File: src/rtl/motion_bbox_pkg.sv
// Shared types and init constants for the motion bounding-box extractor.
package motion_bbox_pkg;

    typedef enum logic {
        WAIT_FRAME = 1'b0,
        ACCUM      = 1'b1
    } state_t;

    // Truncated to the coordinate/count width at the point of use.
    localparam logic [31:0] MIN_INIT = '1;
    localparam logic [31:0] MAX_INIT = '0;

endpackage

File: src/rtl/motion_bbox_extract_sync_edge_det.sv
// Registered rising/falling edge detector; pulses lag the input change by one edge.
module sync_edge_det (
    input  logic clk,
    input  logic rst,
    input  logic d,
    output logic rise,
    output logic fall
);

    logic d_q;

    always_ff @(posedge clk) begin
        if (rst) begin
            d_q  <= 1'b0;
            rise <= 1'b0;
            fall <= 1'b0;
        end else begin
            d_q  <= d;
            rise <= d & ~d_q;
            fall <= ~d & d_q;
        end
    end

endmodule

File: src/rtl/motion_bbox_extract.sv
// Per-frame motion bounding box: tracks col/row over the 1-bit mask stream and
// publishes min/max X/Y, pixel count and a noise-gated valid at each vsync rise.
module motion_bbox_extract
    import motion_bbox_pkg::*;
#(
    parameter int IMG_W = 640,
    parameter int IMG_H = 480,
    parameter int X_W   = 11,
    parameter int Y_W   = 10,
    parameter int CNT_W = 20
) (
    input  logic             sys_clk,
    input  logic             sys_rst,
    input  logic             per_frame_vsync,
    input  logic             per_frame_href,
    input  logic             per_frame_clken,
    input  logic             per_img_Bit,
    input  logic [CNT_W-1:0] Min_Pixel_Cnt,
    output logic [X_W-1:0]   box_x_min,
    output logic [X_W-1:0]   box_x_max,
    output logic [Y_W-1:0]   box_y_min,
    output logic [Y_W-1:0]   box_y_max,
    output logic [CNT_W-1:0] box_pix_cnt,
    output logic             box_valid,
    output logic             box_update
);

    localparam logic [X_W-1:0] COL_LIM = X_W'(IMG_W);
    localparam logic [Y_W-1:0] ROW_LIM = Y_W'(IMG_H);
    localparam logic [X_W-1:0] X_MIN0  = X_W'(MIN_INIT);
    localparam logic [X_W-1:0] X_MAX0  = X_W'(MAX_INIT);
    localparam logic [Y_W-1:0] Y_MIN0  = Y_W'(MIN_INIT);
    localparam logic [Y_W-1:0] Y_MAX0  = Y_W'(MAX_INIT);

    state_t state, state_nxt;
    logic latch, clr;

    logic vs_rise, unused_vs_fall;
    logic unused_hr_rise, hr_fall;

    logic [X_W-1:0] col;
    logic [Y_W-1:0] row;
    logic pix, motion;

    logic ev_q;
    logic [X_W-1:0] ev_col;
    logic [Y_W-1:0] ev_row;

    logic [X_W-1:0] x_min, x_max;
    logic [Y_W-1:0] y_min, y_max;
    logic [CNT_W-1:0] cnt;
    logic found, valid;

    sync_edge_det u_vs_edge (
        .clk  (sys_clk),
        .rst  (sys_rst),
        .d    (per_frame_vsync),
        .rise (vs_rise),
        .fall (unused_vs_fall)
    );

    sync_edge_det u_hr_edge (
        .clk  (sys_clk),
        .rst  (sys_rst),
        .d    (per_frame_href),
        .rise (unused_hr_rise),
        .fall (hr_fall)
    );

    assign pix    = per_frame_href & per_frame_clken & ~per_frame_vsync;
    assign motion = pix & per_img_Bit & (col < COL_LIM) & (row < ROW_LIM);
    assign valid  = found & (cnt >= Min_Pixel_Cnt);

    always_ff @(posedge sys_clk) begin
        if (sys_rst) state <= WAIT_FRAME;
        else         state <= state_nxt;
    end

    always_comb begin
        state_nxt = state;
        latch     = 1'b0;
        clr       = 1'b0;
        unique case (state)
            WAIT_FRAME: begin
                if (vs_rise) begin
                    state_nxt = ACCUM;
                    clr       = 1'b1;
                end
            end
            ACCUM: begin
                if (vs_rise) begin
                    latch = 1'b1;
                    clr   = 1'b1;
                end
            end
            default: state_nxt = WAIT_FRAME;
        endcase
    end

    // Line ends seen while vsync is high belong to blanking and do not advance rows.
    always_ff @(posedge sys_clk) begin
        if (sys_rst || vs_rise) begin
            col <= '0;
            row <= '0;
        end else begin
            if (hr_fall)
                col <= '0;
            else if (pix && col != '1)
                col <= col + 1'b1;
            if (hr_fall && !per_frame_vsync && row != '1)
                row <= row + 1'b1;
        end
    end

    always_ff @(posedge sys_clk) begin
        if (sys_rst) begin
            ev_q   <= 1'b0;
            ev_col <= '0;
            ev_row <= '0;
        end else begin
            ev_q   <= motion;
            ev_col <= col;
            ev_row <= row;
        end
    end

    always_ff @(posedge sys_clk) begin
        if (sys_rst || clr) begin
            x_min <= X_MIN0;
            x_max <= X_MAX0;
            y_min <= Y_MIN0;
            y_max <= Y_MAX0;
            cnt   <= '0;
            found <= 1'b0;
        end else if (ev_q && state == ACCUM) begin
            if (ev_col < x_min) x_min <= ev_col;
            if (ev_col > x_max) x_max <= ev_col;
            if (ev_row < y_min) y_min <= ev_row;
            if (ev_row > y_max) y_max <= ev_row;
            if (cnt != '1)      cnt   <= cnt + 1'b1;
            found <= 1'b1;
        end
    end

    // A noise-gated frame still reports its true count, but no box.
    always_ff @(posedge sys_clk) begin
        if (sys_rst) begin
            box_x_min   <= '0;
            box_x_max   <= '0;
            box_y_min   <= '0;
            box_y_max   <= '0;
            box_pix_cnt <= '0;
            box_valid   <= 1'b0;
            box_update  <= 1'b0;
        end else begin
            box_update <= latch;
            if (latch) begin
                box_pix_cnt <= cnt;
                box_valid   <= valid;
                box_x_min   <= valid ? x_min : '0;
                box_x_max   <= valid ? x_max : '0;
                box_y_min   <= valid ? y_min : '0;
                box_y_max   <= valid ? y_max : '0;
            end
        end
    end

endmodule
File: config.mk
export PLATFORM = sky130hd
export DESIGN_NAME = motion_bbox_extract
export DESIGN_NICKNAME = d
export VERILOG_FILES = /design/src/rtl/motion_bbox_pkg.sv /design/src/rtl/motion_bbox_extract_sync_edge_det.sv /design/src/rtl/motion_bbox_extract.sv
export SDC_FILE = /design/constraint.sdc
export NUM_CORES = 1
export LEC_CHECK = 0
export ABC_AREA = 1
export BUFFER_PORTS_ARGS = -buffer_cell sky130_fd_sc_hd__clkbuf_2
export CAP_MARGIN = 20
export CORE_ASPECT_RATIO = 0.75
export CORE_MARGIN = 2
export CORE_UTILIZATION = 36
export DETAILED_ROUTE_END_ITERATION = 6
export SLEW_MARGIN = 10
export SYNTH_ARGS = -nofsm -noshare
export SYNTH_HDL_FRONTEND = slang
export SYNTH_SLANG_ARGS = --single-unit
File: constraint.sdc
create_clock -name sys_clk -period 3.3 [get_ports sys_clk]
set_input_delay 0.33 -clock sys_clk [delete_from_list [all_inputs] [get_ports sys_clk]]
set_output_delay 0.33 -clock sys_clk [all_outputs]
set_load 0.01 [all_outputs]
==> results of run 1 <==
-- how the worst min path moves through the flow --
stage / start / endpoint / slack, ns / depth (start not counted)
finish: per_frame_href / u_hr_edge.d_q / 0.14 / 3
detailed placement: u_vs_edge.d_q / u_vs_edge.rise / 0.38 / 1
global route: per_frame_href / u_hr_edge.d_q / 0.13 / 3
global placement: u_vs_edge.d_q / u_vs_edge.rise / 0.38 / 1
CTS: per_frame_href / u_hr_edge.d_q / 0.12 / 3
floorplan: u_vs_edge.d_q / u_vs_edge.rise / 0.37 / 1
-- routing by layer --
metal | part of all wire, % | vias to the layer above
met1 | 56 | 3336
li1 | - | 3829
met5 | 0 | -
met2 | 38 | 149
met4 | 0.54 | 0
met3 | 5.2 | 10
-- stage by stage --
| stage | cells | worst slack, ns | utilization (%) | total power (uW) |
|---|---|---|---|---|
| after global placement | 1484 | 1.01 | 39.6 | 2310 |
| after global routing | 1516 | 0.760 | 42.1 | 4420 |
| after detailed placement | 1484 | 0.984 | 39.6 | 2320 |
| final | 1516 | 1.05 | 42.1 | 4270 |
| after CTS | 1516 | 1.03 | 42.1 | 4320 |
| after floorplan | 1131 | 1.63 | - | 2260 |
-- cell type report --
| cell class | instances | area (um^2) | area share, % |
|---|---|---|---|
| multi-input cells | 765 | 4110 | 42.7 |
| flip-flops and latches | 175 | 3500 | 36.4 |
| inverters | 146 | 548 | 5.69 |
| repair buffers | 98 | 515 | 5.35 |
| clock buffers | 18 | 439 | 4.56 |
| well taps | 300 | 375 | 3.90 |
| clock inverters | 14 | 145 | 1.51 |
-- power by group through the flow --
stage	Clock [uW]	Combinational (uW)	Sequential (uW)
floorplan	0	85.8	2180
global placement	0	138	2180
detailed placement	0	139	2180
CTS	2050	139	2130
global route	2130	155	2130
finish	2000	138	2130
-- cell usage in the layout, fill, tap and decap left out, drive strengths merged --
cell type / netlist / final
a211oi: 12 / 12
a21boi: 1 / 1
a21o: 1 / 1
a21oi: 133 / 133
a31oi: 1 / 1
a41oi: 1 / 1
buf: 14 / 10
bufinv: 0 / 1
clkbuf: 31 / 106
clkinv: 2 / 5
clkinvlp: 0 / 2
dfxtp: 175 / 175
ha: 63 / 63
inv: 144 / 152
nand2: 246 / 246
nand3: 87 / 87
nand3b: 1 / 1
nand4: 17 / 17
nor2: 116 / 116
nor3: 13 / 13
nor4: 1 / 1
o211ai: 8 / 8
o21a: 2 / 2
o21ai: 34 / 34
o21bai: 1 / 1
o31ai: 1 / 1
xnor2: 6 / 6
xor2: 20 / 20
-- flip-flops by register name (all words and copies together) (netlist names), 10 cells and up --
| name | count |
|---|---|
| box_x_min | 11 |
| y_min | 10 |
| ev_row | 10 |
| box_y_max | 10 |
| col | 11 |
| cnt | 20 |
| box_x_max | 11 |
| box_y_min | 10 |
| y_max | 10 |
| row | 10 |
| x_max | 11 |
| box_pix_cnt | 20 |
| x_min | 11 |
| ev_col | 11 |
-- worst max-delay path: stages (launching register included) --
cell                      delay (ns)
sky130_fd_sc_hd__dfxtp_1        0.35
sky130_fd_sc_hd__ha_1           0.31
sky130_fd_sc_hd__nand2_1        0.07
sky130_fd_sc_hd__nor2_1         0.25
sky130_fd_sc_hd__nand2_1        0.12
sky130_fd_sc_hd__nor2_1         0.15
sky130_fd_sc_hd__nand2_1        0.09
sky130_fd_sc_hd__nand4_2        0.09
sky130_fd_sc_hd__buf_4          0.42
sky130_fd_sc_hd__nand3_1        0.15
sky130_fd_sc_hd__a21oi_1        0.14
-- cell families after synthesis --
kind of cell	share of synthesized area, %
AOI/OAI and AO/OA	12.6
and+or+nand+nor	24.3
buffers and inverters	9.00
xor gates and xnor gates	2.72
DFF	41.9
adders and majority gates	9.43
==> impl_metrics.sql, run 1 <==
INSERT INTO impl_metrics (metric_group, metric, value, unit) VALUES
('run_status', 'outcome', 'completed', ''),
('yosys', 'synth.avg_cell_area', '7.39', 'um^2'),
('worst_setup_path', 'critPathLaunchType', 'flip-flop', ''),
('yosys', 'post_synth_most_frequent_cells', 'sky130_fd_sc_hd__nand2_1, sky130_fd_sc_hd__dfxtp_1, sky130_fd_sc_hd__inv_1, sky130_fd_sc_hd__a21oi_1, sky130_fd_sc_hd__nor2_1', ''),
('place', 'place.detailed.hpwl', '15400', 'um'),
('timing', 'clock.fmax', '0.445', 'GHz'),
('timing', 'timing.final.hold_violations', '0', ''),
('place', 'placed_inst_area', '0.00905', 'mm^2'),
('yosys', 'synth.most_common_cell', 'sky130_fd_sc_hd__nand2_1', ''),
('die', 'row_count', '48', ''),
('drt', 'ant_nets', '0', ''),
('global_route', 'grt_busiest_layer', 'met1', ''),
('yosys', 'post_synth_num_cell_types', '38', ''),
('clock_network', 'cts.htree.levels', '4', ''),
('yosys', 'synthArstFlopShare', '0', '%'),
('final_layout', 'fin_area', '0.00964', 'mm^2'),
('clock_network', 'clkSinkCount', '175', ''),
('power', 'p_clk_share', '46.9', '%'),
('worst_setup_path', 'worstPathArrival', '2.61', 'ns'),
('worst_setup_path', 'ff2ff_path_depth', '10', ''),
('drt', 'routedWlPerCell', '13.9', 'um'),
('worst_setup_path', 'critPathRequiredTime', '3.66', 'ns'),
('hold_path', 'min-delay-path-class', 'in2reg', ''),
('final_layout', 'antenna-diode-count', '0', ''),
('final_layout', 'fraction_of_layout_cells_with_a_size_suffix_above_1', '12.7', '%'),
('worst_setup_path', 'critPathKind', 'reg2reg', ''),
('timing', 'rsz0062_at_grt', 'no', ''),
('global_route', 'initial_antenna_violation_count', '0', ''),
('timing', 'tightest_slew', '0.695', 'ns'),
('yosys', 'yosys_top_cell_area_share', '41.9', '%'),
('clock_network', 'cts_tree', 'built', ''),
('worst_setup_path', 'worst_setup_path_startpoint', 'cnt[19]', ''),
('die', 'floorplan.initialDensity', '36.5', '%'),
('clock_network', 'post_cts_clock_slew_at_the_launch_and_capture_registers_of_the_worst_setup_and_hold_paths', '0.07', 'ns'),
('run', 'drv_cap', '0', ''),
('global_route', 'groute.layer.met1.usage', '28.0', '%'),
('timing', 'slew_viol_final', '0', ''),
('global_route', 'first_global_vias', '6526', ''),
('power', 'internal-power', '3250', 'uW'),
('power', 'power.switching', '1020', 'uW'),
('clock_network', 'post_cts_buffers', '0', ''),
('power', 'sequentialPowerShare', '49.9', '%'),
('global_route', 'pin_count_of_the_biggest_net_entering_global_routing', '59', ''),
('die', 'num_io_pins', '90', ''),
('worst_setup_path', 'cp-end-kind', 'flip-flop', ''),
('worst_setup_path', 'worst-r2r-setup-slack', '1.05', 'ns'),
('clock_network', 'clkLatencyLatePin', '0.43', 'ns'),
('worst_setup_path', 'worst_setup_path_endpoint', 'box_x_max[8]', ''),
('yosys', 'synthTopCellsByArea', 'sky130_fd_sc_hd__dfxtp_1, sky130_fd_sc_hd__nand2_1, sky130_fd_sc_hd__ha_1', ''),
('drt', 'route.final.wire_length', '21100', 'um'),
('power', 'sw_frac_of_total', '23.8', '%'),
('timing', 'final.period_utilization', '68.2', '%'),
('timing', 'final-setup-viol-count', '0', ''),
('yosys', 'ys_ff_latch', '175', ''),
('power', 'power_leakage', '0.00420', 'uW'),
('clock_network', 'postCtsResizedCells', '0', ''),
('global_route', 'globalRouteMet3Util', '4.29', '%'),
('global_route', 'global_route_wire_length_before_repair', '34300', 'um'),
('yosys', 'yosys.area.top_type', 'sky130_fd_sc_hd__dfxtp_1', ''),
('final_layout', 'area_growth_syn_to_layout', '15.3', '%'),
('clock_network', 'buffer_type_at_the_clock_tree_root', 'sky130_fd_sc_hd__clkbuf_16', ''),
('drt', 'drt_first_pass_iters', '5', ''),
('yosys', 'synth-main-ff-cell', 'sky130_fd_sc_hd__dfxtp_1', ''),
('die', 'die_area', '0.0245', 'mm^2'),
('power', 'power.share.combinational', '3.2', '%'),
('clock_network', 'ctsHoldBuffers', '0', ''),
('global_route', 'grt_remaining_overflow', '0', ''),
('yosys', 'netlist_area', '0.00836', 'mm^2'),
('yosys', 'synthesis.instances', '1131', ''),
('drt', 'vias', '7324', ''),
('drt', 'routed_via_density', '4.83', '');
Note: power is estimated with default switching activity, not from simulation.
==> run 2, diff against run 1 <==
- ABC_AREA: 1 -> 0
- clock period: 3.3 -> 2.2 ns (I/O delays scaled with it)
==> run 2 against run 1 <==
  * Critical path depth is 2 lower
  * First-iteration DRC count grew 4.8%
  * Sequential power rose by 49%
  * Highest routed layer unchanged
  * Critical path type unchanged
  * Largest power group unchanged
  * Wire length increased by 6.4%
  * Critical endpoint is now box_y_max[2]
==> impl_metrics.sql, run 2 <==
INSERT INTO impl_metrics (metric_group, metric, value, unit) VALUES
('timing', 'clock.fmax', '0.457', 'GHz'),
('yosys', 'synth-main-ff-cell', 'sky130_fd_sc_hd__dfxtp_1', ''),
('timing', 'finalSetupTns', '0', 'ns'),
('final_layout', 'fraction_of_layout_cells_with_a_size_suffix_above_1', '20.4', '%'),
('global_route', 'pin_count_of_the_biggest_net_entering_global_routing', '44', ''),
('yosys', 'yosys_warnings', '0', ''),
('yosys', 'netlist_area', '0.00830', 'mm^2'),
('yosys', 'synth.avg_cell_area', '9.01', 'um^2'),
('die', 'fp.dieW', '179', 'um'),
('worst_setup_path', 'worstPathArrival', '2.52', 'ns'),
('yosys', 'synthesis.instances', '921', ''),
('power', 'sequentialPowerShare', '49.4', '%'),
('yosys', 'yosys.area.top_type', 'sky130_fd_sc_hd__dfxtp_1', ''),
('die', 'row_count', '48', ''),
('final_layout', 'mostFrequentLayoutCells', 'sky130_fd_sc_hd__dfxtp_1, sky130_fd_sc_hd__nand2_1, sky130_fd_sc_hd__clkbuf_2', ''),
('clock_network', 'clkLatencyLatePin', '0.43', 'ns'),
('final_layout', 'ff_latch_area', '0.00351', 'mm^2'),
('drt', 'vias', '7174', ''),
('timing', 'final-setup-viol-count', '0', ''),
('clock_network', 'post_cts_clock_slew_at_the_launch_and_capture_registers_of_the_worst_setup_and_hold_paths', '0.07', 'ns'),
('final_layout', 'multiInputGateArea', '0.00440', 'mm^2'),
('timing', 'fin_skew', '0.0141', 'ns'),
('final_layout', 'area_growth_syn_to_layout', '23.0', '%'),
('final_layout', 'layout_top_registers', 'box_pix_cnt: 20 flops, cnt: 20 flops', ''),
('drt', 'met3_wirelength', '1400', 'um'),
('yosys', 'post_synth_most_frequent_cells', 'sky130_fd_sc_hd__dfxtp_1, sky130_fd_sc_hd__nand2_1, sky130_fd_sc_hd__inv_1, sky130_fd_sc_hd__ha_1, sky130_fd_sc_hd__nor2_1', ''),
('yosys', 'post_synth_num_cell_types', '62', ''),
('die', 'die_area', '0.0243', 'mm^2'),
('timing', 'maxSlewHeadroom', '58.8', '%'),
('die', 'design.core.area', '0.0228', 'mm^2'),
('clock_network', 'cts_inserted_buffers', '17', ''),
('place', 'pre_cts_setup_slack', '-0.00867', 'ns'),
('die', 'dieHeight', '135', 'um'),
('yosys', 'ys_ff_latch', '175', ''),
('drt', 'top_signal_layer_used', 'met4', ''),
('place', 'placed_inst_area', '0.00938', 'mm^2'),
('clock_network', 'cts_tree', 'built', ''),
('global_route', 'grt_remaining_overflow', '0', ''),
('place', 'place.detailed.hpwl', '15400', 'um'),
('timing', 'tightest_slew', '0.614', 'ns'),
('timing', 'final.period_utilization', '99.4', '%'),
('final_layout', 'fillers', '2218', ''),
('drt', 'routed_via_density', '5.32', ''),
('final_layout', 'layout.cells.most_common', 'sky130_fd_sc_hd__dfxtp_1', ''),
('worst_setup_path', 'critPathRequiredTime', '2.53', 'ns'),
('power', 'internal-power', '4990', 'uW'),
('run_status', 'outcome', 'completed', ''),
('global_route', 'global_route_wire_length_before_repair', '34700', 'um'),
('timing', 'timing.final.hold_violations', '0', ''),
('power', 'irDropWorstVdd', '0.552', 'mV'),
('global_route', 'initial_antenna_violation_count', '0', ''),
('yosys', 'synth_enable_flop_cells', '0', ''),
('clock_network', 'ctsLongestPathBuffers', '2', ''),
('drt', 'drc_violation_total_after_the_first_tritonroute_iteration', '591', ''),
('yosys', 'synthTopCellsByArea', 'sky130_fd_sc_hd__dfxtp_1, sky130_fd_sc_hd__ha_1, sky130_fd_sc_hd__a32oi_1', ''),
('timing', 'worst_slack', '0.0137', 'ns'),
('die', 'num_io_pins', '90', ''),
('yosys', 'synthesized_netlist_net_count', '1010', ''),
('timing', 'rsz0062_at_grt', 'yes', ''),
('yosys', 'yosys_top_cell_area_share', '42.2', '%'),
('drt', 'drc', '0', ''),
('clock_network', 'clkSinkCount', '175', ''),
('power', 'power.switching', '1460', 'uW'),
('place', 'io_buffers', '89', ''),
('drt', 'drt_first_pass_iters', '5', ''),
('timing', 'minimum_period_implied_by_the_final_worst_setup_slack', '2.19', 'ns'),
('run', 'drv_cap', '0', ''),
('power', 'p_clk_share', '47.2', '%'),
('worst_setup_path', 'largest_fanout_on_the_critical_path', '5', ''),
('power', 'powerDensity', '632', 'mW/mm^2'),
('power', 'power_leakage', '0.00416', 'uW'),
('worst_setup_path', 'cp-end-kind', 'flip-flop', ''),
('global_route', 'first_global_vias', '6459', ''),
('timing', 'slew_viol_final', '0', ''),
('drt', 'route.final.wire_length', '22500', 'um'),
('yosys', 'synthArstFlopShare', '0', '%'),
('final_layout', 'antenna-diode-count', '0', ''),
('die', 'floorplan.initialDensity', '36.4', '%'),
('global_route', 'grt_use_total', '18.3', '%'),
('drt', 'met2_length', '9280', 'um'),
('final_layout', 'final_net_count', '1127', ''),
('clock_network', 'cts.htree.levels', '4', ''),
('hold_path', 'min-delay-path-class', 'in2reg', ''),
('final_layout', 'fin_area', '0.0102', 'mm^2'),
('place', 'place_congestion', '0.821', ''),
('drt', 'ant_nets', '0', ''),
('power', 'power.share.combinational', '3.4', '%'),
('final_layout', 'finalCoreUtilization', '44.7', '%'),
('clock_network', 'buffer_type_at_the_clock_tree_root', 'sky130_fd_sc_hd__clkbuf_16', ''),
('yosys', 'yosysSeqAreaShare', '42.2', '%'),
('worst_setup_path', 'critPathLaunchType', 'flip-flop', ''),
('drt', 'routedWlPerCell', '16.7', 'um'),
('worst_setup_path', 'critPathKind', 'reg2reg', ''),
('power', 'sw_frac_of_total', '22.7', '%'),
('drt', 'wirelength_met1', '11700', 'um'),
('yosys', 'synth.most_common_cell', 'sky130_fd_sc_hd__dfxtp_1', '');
[run 2: cell types whose count changed in the layout (fill, tap and decap cells not counted), moves of 10 or more]
| cell | before | now |
|---|---|---|
| sky130_fd_sc_hd__nand2_1 | 241 | 95 |
| sky130_fd_sc_hd__a21oi_1 | 131 | 50 |
| sky130_fd_sc_hd__inv_1 | 137 | 69 |
| sky130_fd_sc_hd__nor2_1 | 113 | 54 |
| sky130_fd_sc_hd__nand3_1 | 85 | 28 |
| sky130_fd_sc_hd__a32oi_1 | 0 | 42 |
| sky130_fd_sc_hd__o31ai_1 | 1 | 41 |
| sky130_fd_sc_hd__buf_4 | 10 | 49 |
| sky130_fd_sc_hd__nor2b_1 | 0 | 22 |
| sky130_fd_sc_hd__o211ai_1 | 8 | 27 |
| sky130_fd_sc_hd__xnor2_1 | 6 | 20 |
| sky130_fd_sc_hd__mux2i_1 | 0 | 12 |
| sky130_fd_sc_hd__xor2_1 | 20 | 10 |
[run 2: critical path, stage by stage, from the launching register on]
cell and delay [ns]:
sky130_fd_sc_hd__dfxtp_2 0.35, sky130_fd_sc_hd__ha_4 0.27, sky130_fd_sc_hd__nand4_1 0.12, sky130_fd_sc_hd__or4_4 0.57, sky130_fd_sc_hd__nor4_4 0.24, sky130_fd_sc_hd__buf_6 0.21
sky130_fd_sc_hd__clkbuf_16 0.16, sky130_fd_sc_hd__a32oi_1 0.09, sky130_fd_sc_hd__o31ai_1 0.07
[run 2: path summary, 6_finish.rpt]
kind | to | cells after the start | start | slack (ns)
setup / recovery | box_y_max[2] | 8 | cnt[13] | 0.01
hold / removal | u_vs_edge.d_q | 3 | per_frame_vsync | 0.08
setup reg to reg | box_y_max[2] | 8 | cnt[13] | 0.01
hold reg to reg | u_vs_edge.rise | 1 | u_vs_edge.d_q | 0.38
[run 2: cells by family (layout without fill, tap and decap cells)]
logic type | Yosys count | after routing | synth area share, %
AND/OR/NAND/NOR | 266 | 266 | 15.7
multiplexers | 12 | 12 | 1.45
adder cells (fa/ha/maj) | 63 | 63 | 9.50
buffers and inverters | 123 | 251 | 6.65
AO/OA/AOI/OAI | 252 | 252 | 21.3
XOR/XNOR | 30 | 30 | 3.17
flip-flops | 175 | 175 | 42.2
[run 2: metal layers]
layer,up-vias,track usage (%)
li1,3594,-
met1,3357,28.3
met2,212,25.8
met3,11,3.98
met4,0,3.81
met5,-,0
[run 2: final cells by class]
cell class / instances / area share [%]
clock inverters: 11 / 1.27
well taps: 300 / 3.68
repair buffers: 152 / 10.6
multi-input cells: 623 / 43.1
flip-flops and latches: 175 / 34.4
clock buffers: 19 / 4.44
inverters: 69 / 2.54
[run 2: power groups by stage]
stage / logic [uW] / registers, uW / clock network, uW
floorplan: 125 / 3250 / 0
global placement: 198 / 3260 / 0
detailed placement: 208 / 3260 / 0
CTS: 209 / 3180 / 3100
global route: 242 / 3180 / 3220
finish: 221 / 3180 / 3050
[run 2: what timing repair did]
item | CTS | global route
pin swaps | 0 | 9
cloned | 0 | 4
endpoints found under the hold margin | 1 | 0
hold buffers | 1 | 0
setup endpoints to repair | 3 | 74
resized for setup | 2 | 25
setup buffers | 0 | 2
[run 2: stage by stage]
step                      power (uW)  hold WS (ns)  instances
after global routing            6650         0.127       1349
after floorplan                 3380         0.296        921
final                           6450        0.0826       1349
after detailed placement        3460         0.380       1312
after global placement          3460         0.370       1311
after CTS                       6490        0.0736       1343
==> run 3, diff against run 2 <==
- ABC_AREA: 0 -> 1
- GPL_TIMING_DRIVEN: default -> 0
==> run 3 against run 2 <==
  * Fmax is 5.0% higher
  * Sequential cell count stayed put
  * Critical path depth is 3 lower
  * Combinational power hardly changed
  * Critical path type unchanged
  * Critical endpoint is now box_x_min[7]
  * Largest cell class unchanged
==> impl_metrics.sql, run 3 (same netlist as run 1, synthesis figures left out) <==
INSERT INTO impl_metrics (metric_group, metric, value, unit) VALUES
('run_status', 'outcome', 'completed', ''),
('worst_setup_path', 'worst_r2r_startpoint', 'u_vs_edge.rise', ''),
('worst_setup_path', 'worstPathArrival', '2.44', 'ns'),
('clock_network', 'ctsHoldBuffers', '0', ''),
('final_layout', 'area_growth_syn_to_layout', '17.6', '%'),
('clock_network', 'buffer_type_at_the_clock_tree_root', 'sky130_fd_sc_hd__clkbuf_16', ''),
('drt', 'route.final.wire_length', '22500', 'um'),
('final_layout', 'layout_top_registers', 'box_pix_cnt: 20 flops, cnt: 20 flops', ''),
('clock_network', 'cts_tree', 'built', ''),
('global_route', 'grt_remaining_overflow', '0', ''),
('die', 'num_io_pins', '90', ''),
('global_route', 'first_global_vias', '6828', ''),
('die', 'row_count', '48', ''),
('hold_path', 'min-delay-path-class', 'in2reg', ''),
('power', 'power', '6490', 'uW'),
('power', 'irDropWorstVdd', '0.591', 'mV'),
('clock_network', 'cts_inserted_buffers', '17', ''),
('global_route', 'initial_antenna_violation_count', '0', ''),
('timing', 'minimum_period_implied_by_the_final_worst_setup_slack', '2.08', 'ns'),
('final_layout', 'layout.cells.most_common', 'sky130_fd_sc_hd__nand2_1', ''),
('final_layout', 'fillers', '2393', ''),
('timing', 'fin_skew', '0.00856', 'ns'),
('die', 'fp.dieW', '180', 'um'),
('final_layout', 'antenna-diode-count', '0', ''),
('timing', 'final.period_utilization', '94.7', '%'),
('worst_setup_path', 'critPathKind', 'reg2reg', ''),
('final_layout', 'finalCoreUtilization', '42.9', '%'),
('hold_path', 'min_from', 'per_frame_href', ''),
('timing', 'timing.final.hold_violations', '0', ''),
('place', 'place.detailed.hpwl', '17000', 'um'),
('final_layout', 'fin_area', '0.00983', 'mm^2'),
('global_route', 'global_route_wire_length_before_repair', '36200', 'um'),
('clock_network', 'ctsLongestPathBuffers', '2', ''),
('global_route', 'grt_use_total', '18.7', '%'),
('drt', 'vias', '7593', ''),
('die', 'die_area', '0.0245', 'mm^2'),
('timing', 'slew_viol_final', '0', ''),
('timing', 'final-setup-viol-count', '0', ''),
('clock_network', 'clkSinkCount', '175', ''),
('drt', 'drt_first_pass_iters', '5', ''),
('timing', 'maxSlewHeadroom', '46.6', '%'),
('timing', 'clock.fmax', '0.480', 'GHz'),
('worst_setup_path', 'worst_setup_path_startpoint', 'u_vs_edge.rise', ''),
('final_layout', 'fraction_of_layout_cells_with_a_size_suffix_above_1', '12.9', '%'),
('drt', 'drc_violation_total_after_the_first_tritonroute_iteration', '685', ''),
('worst_setup_path', 'largest_fanout_on_the_critical_path', '10', ''),
('die', 'floorplan.initialDensity', '36.5', '%'),
('clock_network', 'post_cts_clock_slew_at_the_launch_and_capture_registers_of_the_worst_setup_and_hold_paths', '0.07', 'ns'),
('die', 'dieHeight', '136', 'um'),
('drt', 'drc', '0', ''),
('power', 'power_leakage', '0.00427', 'uW'),
('power', 'powerDensity', '661', 'mW/mm^2'),
('worst_setup_path', 'critPathRequiredTime', '2.56', 'ns'),
('worst_setup_path', 'cp-end-kind', 'flip-flop', ''),
('place', 'io_buffers', '89', ''),
('timing', 'tightest_slew', '0.801', 'ns'),
('die', 'design.core.area', '0.0229', 'mm^2'),
('global_route', 'pin_count_of_the_biggest_net_entering_global_routing', '17', ''),
('run', 'drv_cap', '0', ''),
('clock_network', 'clkLatencyLatePin', '0.43', 'ns'),
('drt', 'ant_nets', '0', ''),
('place', 'place_congestion', '0.930', ''),
('worst_setup_path', 'critPathLaunchType', 'flip-flop', ''),
('drt', 'routedWlPerCell', '14.5', 'um'),
('drt', 'routed_via_density', '4.89', ''),
('final_layout', 'final_net_count', '1328', ''),
('clock_network', 'cts.htree.levels', '4', ''),
('final_layout', 'mostFrequentLayoutCells', 'sky130_fd_sc_hd__nand2_1, sky130_fd_sc_hd__dfxtp_1, sky130_fd_sc_hd__inv_1', ''),
('place', 'placed_inst_area', '0.00918', 'mm^2');
==> run 3: cell count changes in the layout (fill, tap and decap cells not counted), moves of 14 or more <==
cell                       previous run  this run
sky130_fd_sc_hd__nor2b_1             22         0
sky130_fd_sc_hd__a21oi_1             50       130
sky130_fd_sc_hd__o211ai_1            27         8
sky130_fd_sc_hd__xnor2_1             20         6
sky130_fd_sc_hd__nor2_1              54       112
sky130_fd_sc_hd__buf_4               49         3
sky130_fd_sc_hd__inv_1               69       137
sky130_fd_sc_hd__nand2_1             95       242
sky130_fd_sc_hd__o31ai_1             41         1
sky130_fd_sc_hd__nand3_1             28        85
sky130_fd_sc_hd__a32oi_1             42         0
sky130_fd_sc_hd__clkbuf_1             0        31
==> run 3: area by class of cell <==
type	count	area [um^2]	area share (%)
well taps	300	375	3.82
multi-input cells	765	4130	42.1
clock buffers	21	470	4.79
plain buffers	45	215	2.19
inverters	146	551	5.60
flip-flops and latches	175	3510	35.7
clock inverters	11	130	1.32
repair buffers	89	445	4.53
==> run 3: metal layers <==
metal,GRT usage (%),share of wire [%],vias up
met3,4.05,5.9,12
met1,28.7,53,3492
met4,3.66,0.69,0
met5,0,0,-
met2,26.4,40,190
li1,-,-,3899
==> run 3: path summary, 6_finish.rpt <==
check | end | slack (ns) | depth (start not counted)
worst max register to register | box_x_min[7] | 0.12 | 5
worst min-delay path | u_hr_edge.d_q | 0.03 | 3
worst min register to register | u_vs_edge.rise | 0.39 | 1
worst max-delay path | box_x_min[7] | 0.12 | 5
==> run 3: stage by stage <==
step	TNS [ns]	hold WS, ns	cells	worst slack (ns)
floorplan	0	0.345	1131	0.535
global placement	-2.47	0.377	1520	-0.118
detailed placement	-3.12	0.381	1520	-0.134
CTS	0	0.0106	1552	0.0357
global route	-0.0771	0.0409	1552	-0.0241
finish	0	0.0300	1552	0.118
==> run 3: repair_timing <==
| item | in CTS | in global routing |
|---|---|---|
| setup buffers | 0 | 0 |
| endpoints found under the setup margin | 40 | 40 |
| resized for setup | 6 | 11 |
| pin swaps | 0 | 1 |
==> run 3: critical path: stages, from the launching register on <==
cell and delay (ns):
sky130_fd_sc_hd__dfxtp_1 0.38, sky130_fd_sc_hd__nand2_1 0.44, sky130_fd_sc_hd__nor2_4 0.39, sky130_fd_sc_hd__clkbuf_1 0.42
sky130_fd_sc_hd__nand3_1 0.21, sky130_fd_sc_hd__a21oi_1 0.17
==> run 3: report_power, final <==
part	internal, uW	switching, uW
combinational	63.7	156
clock	1780	1300
sequential	3180	10.8
